**src/rtl/dbus_req_ctrl_if.sv**
```systemverilog
// Data bus request/response bundle between the M-stage controller and memory.
// master: drives dreq_*, receives dresp_*; slave: the memory side.
interface dbus_req_ctrl_if #(
  parameter int ADDR_W = 64
);
  logic              dreq_valid;
  logic              dreq_write;
  logic [ADDR_W-1:0] dreq_addr;
  logic [1:0]        dreq_size;
  logic [7:0]        dreq_strobe;
  logic [63:0]       dreq_data;
  logic              dresp_addr_ok;
  logic              dresp_data_ok;
  logic [63:0]       dresp_data;

  modport master (
    output dreq_valid, dreq_write, dreq_addr,
    output dreq_size, dreq_strobe, dreq_data,
    input  dresp_addr_ok, dresp_data_ok, dresp_data
  );

  modport slave (
    input  dreq_valid, dreq_write, dreq_addr,
    input  dreq_size, dreq_strobe, dreq_data,
    output dresp_addr_ok, dresp_data_ok, dresp_data
  );
endinterface

```
**src/rtl/dbus_req_ctrl.sv**
```systemverilog
// M-stage data request controller: issues valid/addr_ok/data_ok bus accesses,
// stalls M via d_wait, steers store lanes and extends load results.
// Ports: clk, resetn; m_* M-stage access; bus (dreq_*/dresp_*);
// d_wait to hazard unit; m_done pulse with m_rdata.
module dbus_req_ctrl #(
  parameter int ADDR_W = 64
) (
  input  logic              clk,
  input  logic              resetn,
  input  logic              m_valid,
  input  logic              m_write,
  input  logic [ADDR_W-1:0] m_addr,
  input  logic [1:0]        m_size,
  input  logic              m_sext,
  input  logic [63:0]       m_wdata,
  dbus_req_ctrl_if.master   bus,
  output logic              d_wait,
  output logic              m_done,
  output logic [63:0]       m_rdata
);

  typedef enum logic [1:0] {
    S_IDLE,
    S_ADDR,
    S_DATA,
    S_DONE
  } state_t;

  state_t            r_state;
  logic              r_write;
  logic              r_sext;
  logic [ADDR_W-1:0] r_addr;
  logic [1:0]        r_size;
  logic [7:0]        r_strobe;
  logic [63:0]       r_data;
  logic [63:0]       r_resp;

  logic        w_issue;
  logic [2:0]  w_off;
  logic [7:0]  w_mask;
  logic [7:0]  w_strobe;
  logic [63:0] w_sdata;
  logic [63:0] w_sh;
  logic [63:0] w_ext;

  // resetn gates the combinational issue path so reset forces all outputs low
  assign w_issue = (r_state == S_IDLE) & m_valid & resetn;
  assign w_off   = m_addr[2:0];

  always_comb begin
    w_mask = 8'hFF;
    case (m_size)
      2'd0:    w_mask = 8'h01;
      2'd1:    w_mask = 8'h03;
      2'd2:    w_mask = 8'h0F;
      default: w_mask = 8'hFF;
    endcase
  end

  assign w_strobe = m_write ? (w_mask << w_off) : 8'h00;
  assign w_sdata  = m_wdata << {w_off, 3'b000};

  always_comb begin
    bus.dreq_valid  = 1'b0;
    bus.dreq_write  = 1'b0;
    bus.dreq_addr   = '0;
    bus.dreq_size   = 2'd0;
    bus.dreq_strobe = 8'h00;
    bus.dreq_data   = 64'd0;
    if (w_issue) begin
      bus.dreq_valid  = 1'b1;
      bus.dreq_write  = m_write;
      bus.dreq_addr   = m_addr;
      bus.dreq_size   = m_size;
      bus.dreq_strobe = w_strobe;
      bus.dreq_data   = w_sdata;
    end else if (r_state != S_IDLE) begin
      bus.dreq_valid  = (r_state == S_ADDR);
      bus.dreq_write  = r_write;
      bus.dreq_addr   = r_addr;
      bus.dreq_size   = r_size;
      bus.dreq_strobe = r_strobe;
      bus.dreq_data   = r_data;
    end
  end

  assign d_wait = w_issue | (r_state == S_ADDR) | (r_state == S_DATA);
  assign m_done = (r_state == S_DONE);

  assign w_sh = r_resp >> {r_addr[2:0], 3'b000};

  always_comb begin
    w_ext = w_sh;
    case (r_size)
      2'd0: w_ext = {{56{r_sext & w_sh[7]}}, w_sh[7:0]};
      2'd1: w_ext = {{48{r_sext & w_sh[15]}}, w_sh[15:0]};
      2'd2: w_ext = {{32{r_sext & w_sh[31]}}, w_sh[31:0]};
      default: w_ext = w_sh;
    endcase
  end

  assign m_rdata = (m_done && !r_write) ? w_ext : 64'd0;

  always_ff @(posedge clk or negedge resetn) begin
    if (!resetn) begin
      r_state  <= S_IDLE;
      r_write  <= 1'b0;
      r_sext   <= 1'b0;
      r_addr   <= '0;
      r_size   <= 2'd0;
      r_strobe <= 8'h00;
      r_data   <= 64'd0;
      r_resp   <= 64'd0;
    end else begin
      unique case (r_state)
        S_IDLE: begin
          if (m_valid) begin
            r_write  <= m_write;
            r_sext   <= m_sext;
            r_addr   <= m_addr;
            r_size   <= m_size;
            r_strobe <= w_strobe;
            r_data   <= w_sdata;
            if (bus.dresp_addr_ok && bus.dresp_data_ok) begin
              r_resp  <= bus.dresp_data;
              r_state <= S_DONE;
            end else if (bus.dresp_addr_ok) begin
              r_state <= S_DATA;
            end else begin
              r_state <= S_ADDR;
            end
          end
        end
        S_ADDR: begin
          if (bus.dresp_addr_ok && bus.dresp_data_ok) begin
            r_resp  <= bus.dresp_data;
            r_state <= S_DONE;
          end else if (bus.dresp_addr_ok) begin
            r_state <= S_DATA;
          end
        end
        S_DATA: begin
          if (bus.dresp_data_ok) begin
            r_resp  <= bus.dresp_data;
            r_state <= S_DONE;
          end
        end
        S_DONE: r_state <= S_IDLE;
        default: r_state <= S_IDLE;
      endcase
    end
  end

endmodule

```
**src/flat_wrapper.sv**
```systemverilog
// flat-port wrapper written by rule: the top's interface ports become plain ports
module dbus_req_ctrl_flat 
#(
  parameter int ADDR_W = 64
)
  (clk, resetn, m_valid, m_write, m_addr, m_size, m_sext, m_wdata, d_wait, m_done, m_rdata, bus_dreq_valid, bus_dreq_write, bus_dreq_addr, bus_dreq_size, bus_dreq_strobe, bus_dreq_data, bus_dresp_addr_ok, bus_dresp_data_ok, bus_dresp_data);
  dbus_req_ctrl_if #(.ADDR_W(ADDR_W)) bus_i ();
  input  logic clk;
  input  logic resetn;
  input  logic m_valid;
  input  logic m_write;
  input  logic [ADDR_W-1:0] m_addr;
  input  logic [1:0] m_size;
  input  logic m_sext;
  input  logic [63:0] m_wdata;
  output logic d_wait;
  output logic m_done;
  output logic [63:0] m_rdata;
  output wire logic [$bits(bus_i.dreq_valid)-1:0] bus_dreq_valid;
  output wire logic [$bits(bus_i.dreq_write)-1:0] bus_dreq_write;
  output wire logic [$bits(bus_i.dreq_addr)-1:0] bus_dreq_addr;
  output wire logic [$bits(bus_i.dreq_size)-1:0] bus_dreq_size;
  output wire logic [$bits(bus_i.dreq_strobe)-1:0] bus_dreq_strobe;
  output wire logic [$bits(bus_i.dreq_data)-1:0] bus_dreq_data;
  input wire logic [$bits(bus_i.dresp_addr_ok)-1:0] bus_dresp_addr_ok;
  input wire logic [$bits(bus_i.dresp_data_ok)-1:0] bus_dresp_data_ok;
  input wire logic [$bits(bus_i.dresp_data)-1:0] bus_dresp_data;
  assign bus_dreq_valid = bus_i.dreq_valid;
  assign bus_dreq_write = bus_i.dreq_write;
  assign bus_dreq_addr = bus_i.dreq_addr;
  assign bus_dreq_size = bus_i.dreq_size;
  assign bus_dreq_strobe = bus_i.dreq_strobe;
  assign bus_dreq_data = bus_i.dreq_data;
  assign bus_i.dresp_addr_ok = bus_dresp_addr_ok;
  assign bus_i.dresp_data_ok = bus_dresp_data_ok;
  assign bus_i.dresp_data = bus_dresp_data;
  dbus_req_ctrl #(.ADDR_W(ADDR_W)) u_core (.clk(clk), .resetn(resetn), .m_valid(m_valid), .m_write(m_write), .m_addr(m_addr), .m_size(m_size), .m_sext(m_sext), .m_wdata(m_wdata), .bus(bus_i), .d_wait(d_wait), .m_done(m_done), .m_rdata(m_rdata));
endmodule
```
**config.mk**
```make
export PLATFORM = sky130hd
export DESIGN_NAME = dbus_req_ctrl_flat
export DESIGN_NICKNAME = d
export VERILOG_FILES = /design/src/rtl/dbus_req_ctrl_if.sv /design/src/rtl/dbus_req_ctrl.sv /design/src/flat_wrapper.sv
export SDC_FILE = /design/constraint.sdc
export NUM_CORES = 1
export LEC_CHECK = 0
export BUFFER_PORTS_ARGS = -buffer_cell sky130_fd_sc_hd__buf_2
export CORE_MARGIN = 3
export CORE_UTILIZATION = 50
export DETAILED_ROUTE_END_ITERATION = 16
export GPL_TIMING_DRIVEN = 0
export HOLD_SLACK_MARGIN = 0.02
export PLACE_DENSITY_LB_ADDON = 0.2
export RECOVER_POWER = 50
export SYNTH_ARGS = -nofsm -noshare
export SYNTH_HDL_FRONTEND = slang
export SYNTH_SLANG_ARGS = --single-unit
export TNS_END_PERCENT = 50
```
**constraint.sdc**
```tcl
create_clock -name clk -period 2.7 [get_ports clk]
set_input_delay 0.135 -clock clk [delete_from_list [all_inputs] [get_ports clk]]
set_output_delay 0.135 -clock clk [all_outputs]
set_load 0.05 [all_outputs]
```
* Word-level counts from Yosys, hierarchy flattened
Cells that the tools add are included.
W data, S select, Z words.
** Word-level totals
- Latch bits :: 0
- Logic and storage cells :: 66
- Output and inout bits :: 206
- Input port bits :: 201
- Memory bits (read-only) :: 0
- Register bits after elaboration :: 206
- Memories :: 0
- Bits in writable memories :: 0
** Operators by class
- $mul :: 0
- Bitwise operators :: 7
- Order comparisons :: 0
- Reduce and logical (&&, ||, !) cells :: 11
- Shift-type cells :: 3
- Muxes and demuxes :: 27
- Eq/ne operators :: 10
- Add/subtract/negate cells :: 0
- Divide/modulo/power cells :: 0
** Operators with widths (number)
- $mux W64 :: 8
- $pmux W64 S3 :: 2
- $shl A64 B6 Y64 :: 1
- $shr A64 B6 Y64 :: 1
- $mux W8 :: 3
- $pmux W8 S3 :: 1
- $mux W2 :: 8
- $eq A2 B2 Y1 const B :: 4
- $pmux W2 S4 :: 1
- $shl A8 B3 Y8 :: 1
- $eq A2 B1 Y1 const B :: 3
- $logic_not A2 Y1 :: 3
- $reduce_and A3 Y1 :: 2
- $and A1 B1 Y1 :: 5
- $mux W1 :: 4
- $ne A2 B2 Y1 const B :: 2
- $ne A3 B3 Y1 const B :: 1
- $reduce_bool A3 Y1 :: 1
- $logic_and A1 B1 Y1 :: 2
- $or A1 B1 Y1 :: 2
- $reduce_and A2 Y1 :: 1
- $reduce_bool A2 Y1 :: 1
- $logic_not A1 Y1 :: 1

* Depth between registers and ports, before layout
Gate-level depths: netlist (run 1).
- Depth in word-level cells :: 5
- Gate-level depth with buffers :: 9
- Mapped depth without buffers :: 7

* Worst setup path before layout (run 1)
OpenSTA, ideal clock, no wires.
- Path kind :: reg-to-output
- Start point :: register u_core.r_state[1]
- End point :: output port bus_dreq_strobe[1]
- Stages on the path, launching flop included :: 8
- Data arrival time :: 2.675 ns
- Path buffers :: 2
- Data required time :: 2.565 ns
- Slack :: -0.110 ns
- Cell sequence :: dfrtp_1 inv_1 ha_1 and3_1 clkbuf_1 clkbuf_1 nand2_1 o32ai_1
** Between the ends
- Word-level cells in the longest chain between the ends :: 4
- Elaborated cells between the ends (all ways) :: 6
- Classes of those cells :: mux: 2; bitwise: 2; reduce/logical: 2
** Ends and longest elaborated chain
- start: declaration :: line dbus_req_ctrl.sv:29 : state_t r_state;
- start signal: assignment :: line dbus_req_ctrl.sv:106 : r_state <= S_IDLE;
- start signal: assignment :: line dbus_req_ctrl.sv:126 : r_state <= S_DONE;
- start signal: assignment :: line dbus_req_ctrl.sv:128 : r_state <= S_DATA;
- $logic_not A2 Y1 :: line dbus_req_ctrl.sv:47 : assign w_issue = (r_state == S_IDLE) & m_valid & resetn;
- $and A1 B1 Y1 (2 in series) :: line dbus_req_ctrl.sv:47
- $mux W8 (*) :: line dbus_req_ctrl.sv:70 : if (w_issue) begin
- end: declaration :: line flat_wrapper.sv:23 : output wire logic [$bits(bus_i.dreq_strobe)-1:0] bus_dreq_strobe;
Every way passes the cells marked *; elsewhere a longest branch is shown, timed or not.

* Worst setup path in the final report (run 1)
- Start point :: register u_core.r_addr[0]
- End point :: output port m_rdata[62]
** Between the ends
- Word-level cells in the longest chain between the ends :: 4
- Elaborated cells between the ends (all ways) :: 6
- Classes of those cells :: shift: 1; mux: 2; bitwise: 3
** Ends and longest elaborated chain
- start: declaration :: line dbus_req_ctrl.sv:32 : logic [ADDR_W-1:0] r_addr;
- start signal: assignment :: line dbus_req_ctrl.sv:120 : r_addr <= m_addr;
- $shr A64 B6 Y64 (*) :: line dbus_req_ctrl.sv:90 : assign w_sh = r_resp >> {r_addr[2:0], 3'b000};
- $and A1 B1 Y1 (on tied branches) :: line dbus_req_ctrl.sv:97, dbus_req_ctrl.sv:95, dbus_req_ctrl.sv:96
- $pmux W64 S3 (*) :: line dbus_req_ctrl.sv:94 : case (r_size)
- $mux W64 (*) :: line dbus_req_ctrl.sv:102 : assign m_rdata = (m_done && !r_write) ? w_ext : 64'd0;
- end: declaration :: line flat_wrapper.sv:18 : output logic [63:0] m_rdata;
Marks and branches as above.

==> results by group, run 1 <==
Placement
  • I/O Buffers: 402
  • Placed insts: 2,259
  • DP HPWL: between 40,000 and 50,000 um
  • GP Congestion: just over 1

Outcome
  • Status: finished with violations
  • Failing checks: hold timing, setup timing

Timing
  • Least-Margin Pin Slew: 1.369 ns
  • Maximum clock rate: between 300 and 400 MHz
  • Final hold slack: -0.4377 ns
  • Max-slew violations: 0
  • # setup viols final: 14
  • Final setup skew: a little over 0.009 ns
  • Fin. Hold Viols: 104
  • Worst slew margin: approximately 8.8%
  • Crit share post-route: 101.6%
  • Minimum clock period: 2.743 ns
  • Worst setup margin: -0.04338 ns
  • RSZ-0062 raised after global routing: true

Route
  • Vias per cell: 6.006
  • Initial drt markers: 1,568
  • Drt drc: 0
  • Vias: between 10,000 and 15,000
  • ANT nets after route: 0
  • DR pass1 iterations: 7
  • Routed WL: around 56,000 um
  • Per-cell routed wire length: 22.79 um

Min path
  • Type of the worst min-delay path: primary input to async pin

Clock tree
  • H-tree Lvls: 1
  • Clk slew on worst S/H paths: roughly 0.060 ns
  • Clock Latency Late Sink: 0.53 ns
  • CTS tree: yes
  • Root buf cell: clkbuf_16
  • Hold_buf cts: approximately 140
  • Num CTS Buffers: 25
  • Clock sink count: slightly above 200
  • Clk buf depth: 3

Synth
  • Average cell area after synthesis: about 9 um2
  • Synthesized area: between 10,000 and 15,000 um2
  • Yosys cell types: 55
  • Count of flip-flops with a built-in enable after synthesis: 0
  • Cell count after synthesis: around 1,500
  • Synthesized Nets: 1,727
  • Seq/Total Area, Yosys: between 30% and 40%
  • Synth Flop Type: dfrtp_1
  • Warnings, synthesis: 0
  • Synth Register Bits: 206
  • Asr flop ratio synth: between 90% and 100%

Global routing
  • Global-route wire length before repair: between 80,000 and 90,000 um
  • Largest net degree at the start of global routing: roughly 110
  • Vias in the first global route: approximately 14,000
  • Total track usage: about 37%
  • Initial antenna violation count: 1
  • Congestion Overflow GR: 0

Die
  • Die extent in y: ~170 um
  • Die W: roughly 170 um
  • Die ar.: slightly below 30,000 um2
  • Initial Util: between 50% and 60%
  • FP Rows: a little under 60
  • IO Pins: about 410
  • CORE AREA: about 26,000 um2

Cells and area
  • Final nets: around 2,300
  • Share of cells above drive strength 1: about a third
  • Commonest cells after routing, fill and taps aside: 323 x buf_2, 271 x nand2_1, 217 x o21ai_0
  • Non-filler instance count after layout: ~2,500
  • Commonest non-fill, non-tap cell in the layout: buf_2
  • Fillcell total: 1,980
  • Area delta synth->final: 41.22%

Worst setup path
  • Element type at the critical path end: primary output
  • CP Data Required Time: 2.57 ns
  • Critical path arrival: approximately 2.6 ns
  • Kind of critical path: flop to primary output
  • Critical Path Fanout Max: 8
  • Startpoint Class: flop

Power and ir drop
  • PD cells: 1394 nW/um2
  • Leak: between 0.008 and 0.009 uW
  • Peak VDD IR: around 1.1 mV
  • Power, Total: 26,440 uW

Run
  • Maxcap violations: 0
-- per-stage QoR --
stage | instance area, um2 | TNS, ns | worst slack [ns] | util [%] | hold slack, ns
4_1_cts | 18730 | -0.08071 | -0.02052 | 71.46 | -0.4073
6_report | 18970 | -0.1998 | -0.04338 | 72.38 | -0.4377
5_1_grt | 18970 | -5.118 | -0.1062 | 72.38 | -0.3970
2_1_floorplan | 13440 | -0.1013 | -0.02532 | - | -0.1606
3_5_place_dp | 15910 | -30.26 | -0.6647 | 60.71 | 0.2548
3_3_place_gp | 15870 | -839.03 | -3.676 | 60.56 | 0.3539
-- critical path, cell delays in order (launching register included) --
cell      delay, ns
dfrtp_1        0.37
buf_6          0.14
buf_12         0.14
mux2i_1        0.13
a22oi_2        0.23
o21ai_2        0.10
o31a_1         0.26
buf_6          0.16
a221oi_4       0.34
buf_6          0.21
-- per-layer routing --
metal	global-route usage [%]	share of wire, %	vias up
li1	-	-	6464
met1	49.78	39	7010
met2	57.24	45	1041
met3	7.921	11	203
met4	16.44	4.9	2
met5	0	0.020	-
-- cells in the mapped netlist (9+ instances only) --
master	number	area (um2)
a21oi_2	39	341.6
nor2b_1	15	93.84
a211oi_1	15	112.6
o21a_1	10	75.07
inv_1	150	563.0
o22ai_1	79	494.2
o21ai_0	225	1126
mux4_2	43	968.4
o32ai_1	21	183.9
nor3_1	10	50.05
dfrtp_1	206	5155
a21oi_1	35	175.2
nor2_1	31	116.4
clkbuf_1	89	334.1
nand2b_1	9	56.30
nand2_1	273	1025
mux2_2	74	833.3
a21o_1	9	67.56
buf_2	29	145.1
mux2i_1	78	780.8
-- area by class of cell --
class	instances	area, um2	area share [%]
repair buffers	551	3851	20.30
multi-input cells	1028	7451	39.28
clock buffers	36	696.9	3.674
plain buffers	132	758.2	3.997
diodes	1	2.502	0.01319
inverters	153	574.3	3.028
flip-flops and latches	206	5157	27.19
well taps	335	419.2	2.210
clock inverters	9	58.81	0.3100
-- state kept, by name, indices dropped and copies added (netlist names) --
signal / cells
u_core.r_sext: 1
u_core.r_resp: 64
u_core.r_write: 1
u_core.r_state: 2
u_core.r_size: 2
u_core.r_data: 64
u_core.r_strobe: 8
u_core.r_addr: 64
-- power by group --
part | switching [uW] | internal [uW]
clock network | 1360 | 1790
registers | 1040 | 4570
logic | 12000 | 5660
total | 14400 | 12000
-- logic make-up after synthesis --
group | after synthesis | share of synthesized area [%]
compound gates | 465 | 21.50
mux | 198 | 19.50
fa+ha+maj | 5 | 0.4657
flops | 206 | 38.38
buf+inv | 287 | 8.942
simple gates | 360 | 11.21
-- path summary, 6_finish.rpt --
path / start / end / slack [ns] / depth (start not counted)
setup / recovery: u_core.r_addr[0] / m_rdata[62] / -0.04 / 9
max in group asynchronous: resetn / u_core.r_addr[63] / 1.33 / 2
setup reg to reg: u_core.r_state[1] / u_core.r_addr[62] / 0.10 / 7
hold / removal: resetn / u_core.r_resp[4] / -0.44 / 1
min in group clk: bus_dresp_data_ok / u_core.r_state[0] / 0.07 / 4
hold reg to reg: u_core.r_strobe[7] / u_core.r_strobe[7] / 0.48 / 2
-- timing repair --
| action | 4_1_cts | 5_1_grt |
|---|---|---|
| endpoints found under the hold margin | 242 | 104 |
| buffers inserted | 9 | 2 |
| resized for setup | 194 | 96 |
| pin swaps | 8 | 11 |
| gates cloned | 0 | 1 |
| endpoints found under the setup margin | 226 | 152 |
(Power assumes the default switching activity.)
==> run 2, diff against run 1 <==
--- a/config.mk
+++ b/config.mk
@@ -6,8 +6,10 @@
 export NUM_CORES = 1
 export LEC_CHECK = 0
 export BUFFER_PORTS_ARGS = -buffer_cell sky130_fd_sc_hd__buf_2
+export CELL_PAD_IN_SITES_DETAIL_PLACEMENT = 1
+export CELL_PAD_IN_SITES_GLOBAL_PLACEMENT = 1
 export CORE_MARGIN = 3
-export CORE_UTILIZATION = 50
+export CORE_UTILIZATION = 39
 export DETAILED_ROUTE_END_ITERATION = 16
 export GPL_TIMING_DRIVEN = 0
 export HOLD_SLACK_MARGIN = 0.02
==> results by group, run 2 (synthesis gave the netlist of run 1 again) <==
Worst setup path
  • Max incr delay on CP: 0.37 ns (about the same)
  • Element type at the critical path end: primary output (unchanged)
  • R2R Setup Slk: -0.04 ns (was 0.10 ns)
  • Kind of critical path: flop to primary output (unchanged)
  • CP cell instances: buf_6, inv_1, buf_4, buf_2, nand2_1, a21oi_4, buf_6 (was buf_6, buf_12, mux2i_1, a22oi_2, o21ai_2, o31a_1, buf_6, a221oi_4, buf_6)
  • CP Data Required Time: 2.57 ns (about the same)
  • Critical Path Fanout Max: 10 (was 8)
  • Startpoint Class: flop (unchanged)
  • Critical path arrival: 2.81 ns (was 2.61 ns)
  • WP buf/inv: 5 (was 4)
  • CP delay by family, top: buffers and inverters (was compound AO/OA/AOI/OAI gates)
  • CP most frequent cell: buf_6 (unchanged)
  • Worst path slowest cell: dfrtp_1 (unchanged)

Clock tree
  • Hold_buf cts: 137 (was 136)
  • Num CTS Buffers: 26 (was 25)
  • Root buf cell: clkbuf_16 (unchanged)
  • CTS tree: yes (unchanged)
  • H-tree Lvls: 1 (unchanged)
  • Clk slew on worst S/H paths: 0.07 ns (was 0.06 ns)
  • Clk buf depth: 3 (unchanged)
  • Clock sink count: 206 (unchanged)
  • Clock Latency Late Sink: 0.55 ns (was 0.53 ns)

Timing
  • Maximum clock rate: 339.5 MHz (was 364.5 MHz)
  • Fin. Hold Viols: 95 (was 104)
  • RSZ-0062 raised after global routing: true (unchanged)
  • Minimum clock period: 2.946 ns (was 2.743 ns)
  • Final hold slack: -0.4846 ns (was -0.4377 ns)
  • Worst setup margin: -0.2458 ns (was -0.04338 ns)
  • Crit share post-route: 109.1% (was 101.6%)
  • Max-slew violations: 0 (unchanged)
  • TNS Setup: -3.592 ns (was -0.1998 ns)
  • Worst slew margin: 32.24% (was 8.764%)
  • # setup viols final: 54 (was 14)
  • Least-Margin Pin Slew: 1.016 ns (was 1.369 ns)
  • Final setup skew: 0.01087 ns (was 0.009237 ns)

Outcome
  • Failing checks: hold timing, setup timing (unchanged)
  • Status: finished with violations (unchanged)

Route
  • ANT nets after route: 0 (unchanged)
  • Drt drc: 0 (unchanged)
  • Vias per cell: 5.974 (was 6.006)
  • Routed WL: 69,300 um (was 55,850 um)
  • Per-cell routed wire length: 26.74 um (was 22.79 um)
  • Initial drt markers: 1,395 (was 1,568)
  • Vias: 15,484 (was 14,720)
  • DR pass1 iterations: 6 (was 7)

Min path
  • Type of the worst min-delay path: primary input to async pin (unchanged)

Placement
  • Place WS: -0.5636 ns (was -0.6647 ns)
  • I/O Buffers: 402 (unchanged)
  • GP Congestion: 0.9498 (was 1.029)
  • DP HPWL: 44,420 um (was 40,350 um)

Power and ir drop
  • PD cells: 1457 nW/um2 (was 1394 nW/um2)
  • Power, Total: 28,930 uW (was 26,440 uW)
  • Leak: 0.008986 uW (was 0.008699 uW)
  • Peak VDD IR: 0.8251 mV (was 1.115 mV)

Run
  • Maxcap violations: 0 (unchanged)

Cells and area
  • Share of cells above drive strength 1: 37.07% (was 34.85%)
  • Top flop regs: u_core.r_addr: 64 flops, u_core.r_data: 64 flops, u_core.r_resp: 64 flops (unchanged)
  • Commonest cells after routing, fill and taps aside: 318 x buf_2, 270 x nand2_1, 219 x o21ai_0 (was 323 x buf_2, 271 x nand2_1, 217 x o21ai_0)
  • Area delta synth->final: 47.85% (was 41.22%)
  • Finished Core Util: 58.93% (was 72.38%)
  • Register area: 5159 um2 (was 5157 um2)
  • Commonest non-fill, non-tap cell in the layout: buf_2 (unchanged)
  • Fillcell total: 3,898 (was 1,980)
  • Multi-input logic area: 7625 um2 (was 7451 um2)
  • Final nets: 2,325 (was 2,303)

Die
  • FP Rows: 67 (was 59)
  • CORE AREA: 33,700 um2 (was 26,210 um2)
  • Die ar.: 36,710 um2 (was 28,870 um2)
  • IO Pins: 407 (unchanged)
  • Die extent in y: 191.6 um (was 169.9 um)
  • Die W: 191.6 um (was 169.9 um)
  • Initial Util: 39.86% (was 51.26%)

Global routing
  • Total track usage: 34.73% (was 36.78%)
  • Largest net degree at the start of global routing: 114 (was 106)
  • Congestion Overflow GR: 0 (unchanged)
  • Vias in the first global route: 16,360 (was 14,276)
  • Global-route wire length before repair: 98,200 um (was 82,720 um)
  • Initial antenna violation count: 5 (was 1)
[run 2: cell types whose count changed in the layout (fill, tap and decap cells not counted), sizes merged]
cell / before / now
buf: 446 / 476
bufinv: 0 / 4
clkbuf: 137 / 123
clkinv: 5 / 8
clkinvlp: 4 / 5
diode: 1 / 5
dlygate4sd3: 136 / 137
inv: 153 / 152
[run 2: repair_timing]
item	in CTS	in global routing
pin swaps	11	20
hold endpoints to repair	234	95
endpoints found under the setup margin	293	198
cloned	0	2
setup buffers	16	15
resized for setup	242	114
[run 2: final timing paths]
path | startpoint | endpoint | cells after the start
worst max register to register | u_core.r_state[1] | u_core.r_resp[21] | 8
max in group asynchronous | resetn | u_core.r_addr[56] | 2
worst min register to register | u_core.r_data[53] | u_core.r_data[53] | 2
worst min-delay path | resetn | u_core.r_resp[26] | 1
min in group clk | m_size[0] | u_core.r_size[0] | 3
worst max-delay path | u_core.r_addr[2] | m_rdata[47] | 7
[run 2: metrics by stage]
step                std cells  cell area, um2
floorplan                1521           13440
global placement         2371           16010
detailed placement       2372           16050
CTS                      2571           19280
global route             2591           19860
finish                   2592           19860
[run 2: worst reg2reg max path: stages, from the launching register on]
cell and delay, ns:
dfrtp_2 0.41, inv_1 0.11, ha_4 0.20, clkbuf_4 0.14
nor2b_1 0.17, and3b_1 0.21, clkbuf_1 0.47, buf_2 0.46
mux2_2 0.43
[run 2: where the power goes]
group | total (uW) | switching, uW | internal [uW]
clock | 3880 | 1550 | 2320
sequential | 5760 | 1190 | 4570
combinational | 19300 | 13100 | 6220
[run 2: layout make-up]
| class | instances | area share [%] |
|---|---|---|
| well taps | 448 | 2.822 |
| clock buffers | 32 | 3.698 |
| inverters | 153 | 2.911 |
| multi-input cells | 1028 | 38.39 |
| repair buffers | 573 | 20.99 |
| flip-flops and latches | 206 | 25.97 |
| diodes | 5 | 0.06300 |
| clock inverters | 16 | 1.033 |
| plain buffers | 131 | 4.114 |
[run 2: layer usage]
metal	vias to the layer above	wire, um	GRT usage [%]
met1	7671	26040	43.65
met4	0	4059	15.47
met5	-	0	0
met3	284	6592	7.775
li1	6514	-	-
met2	1015	32610	57.38
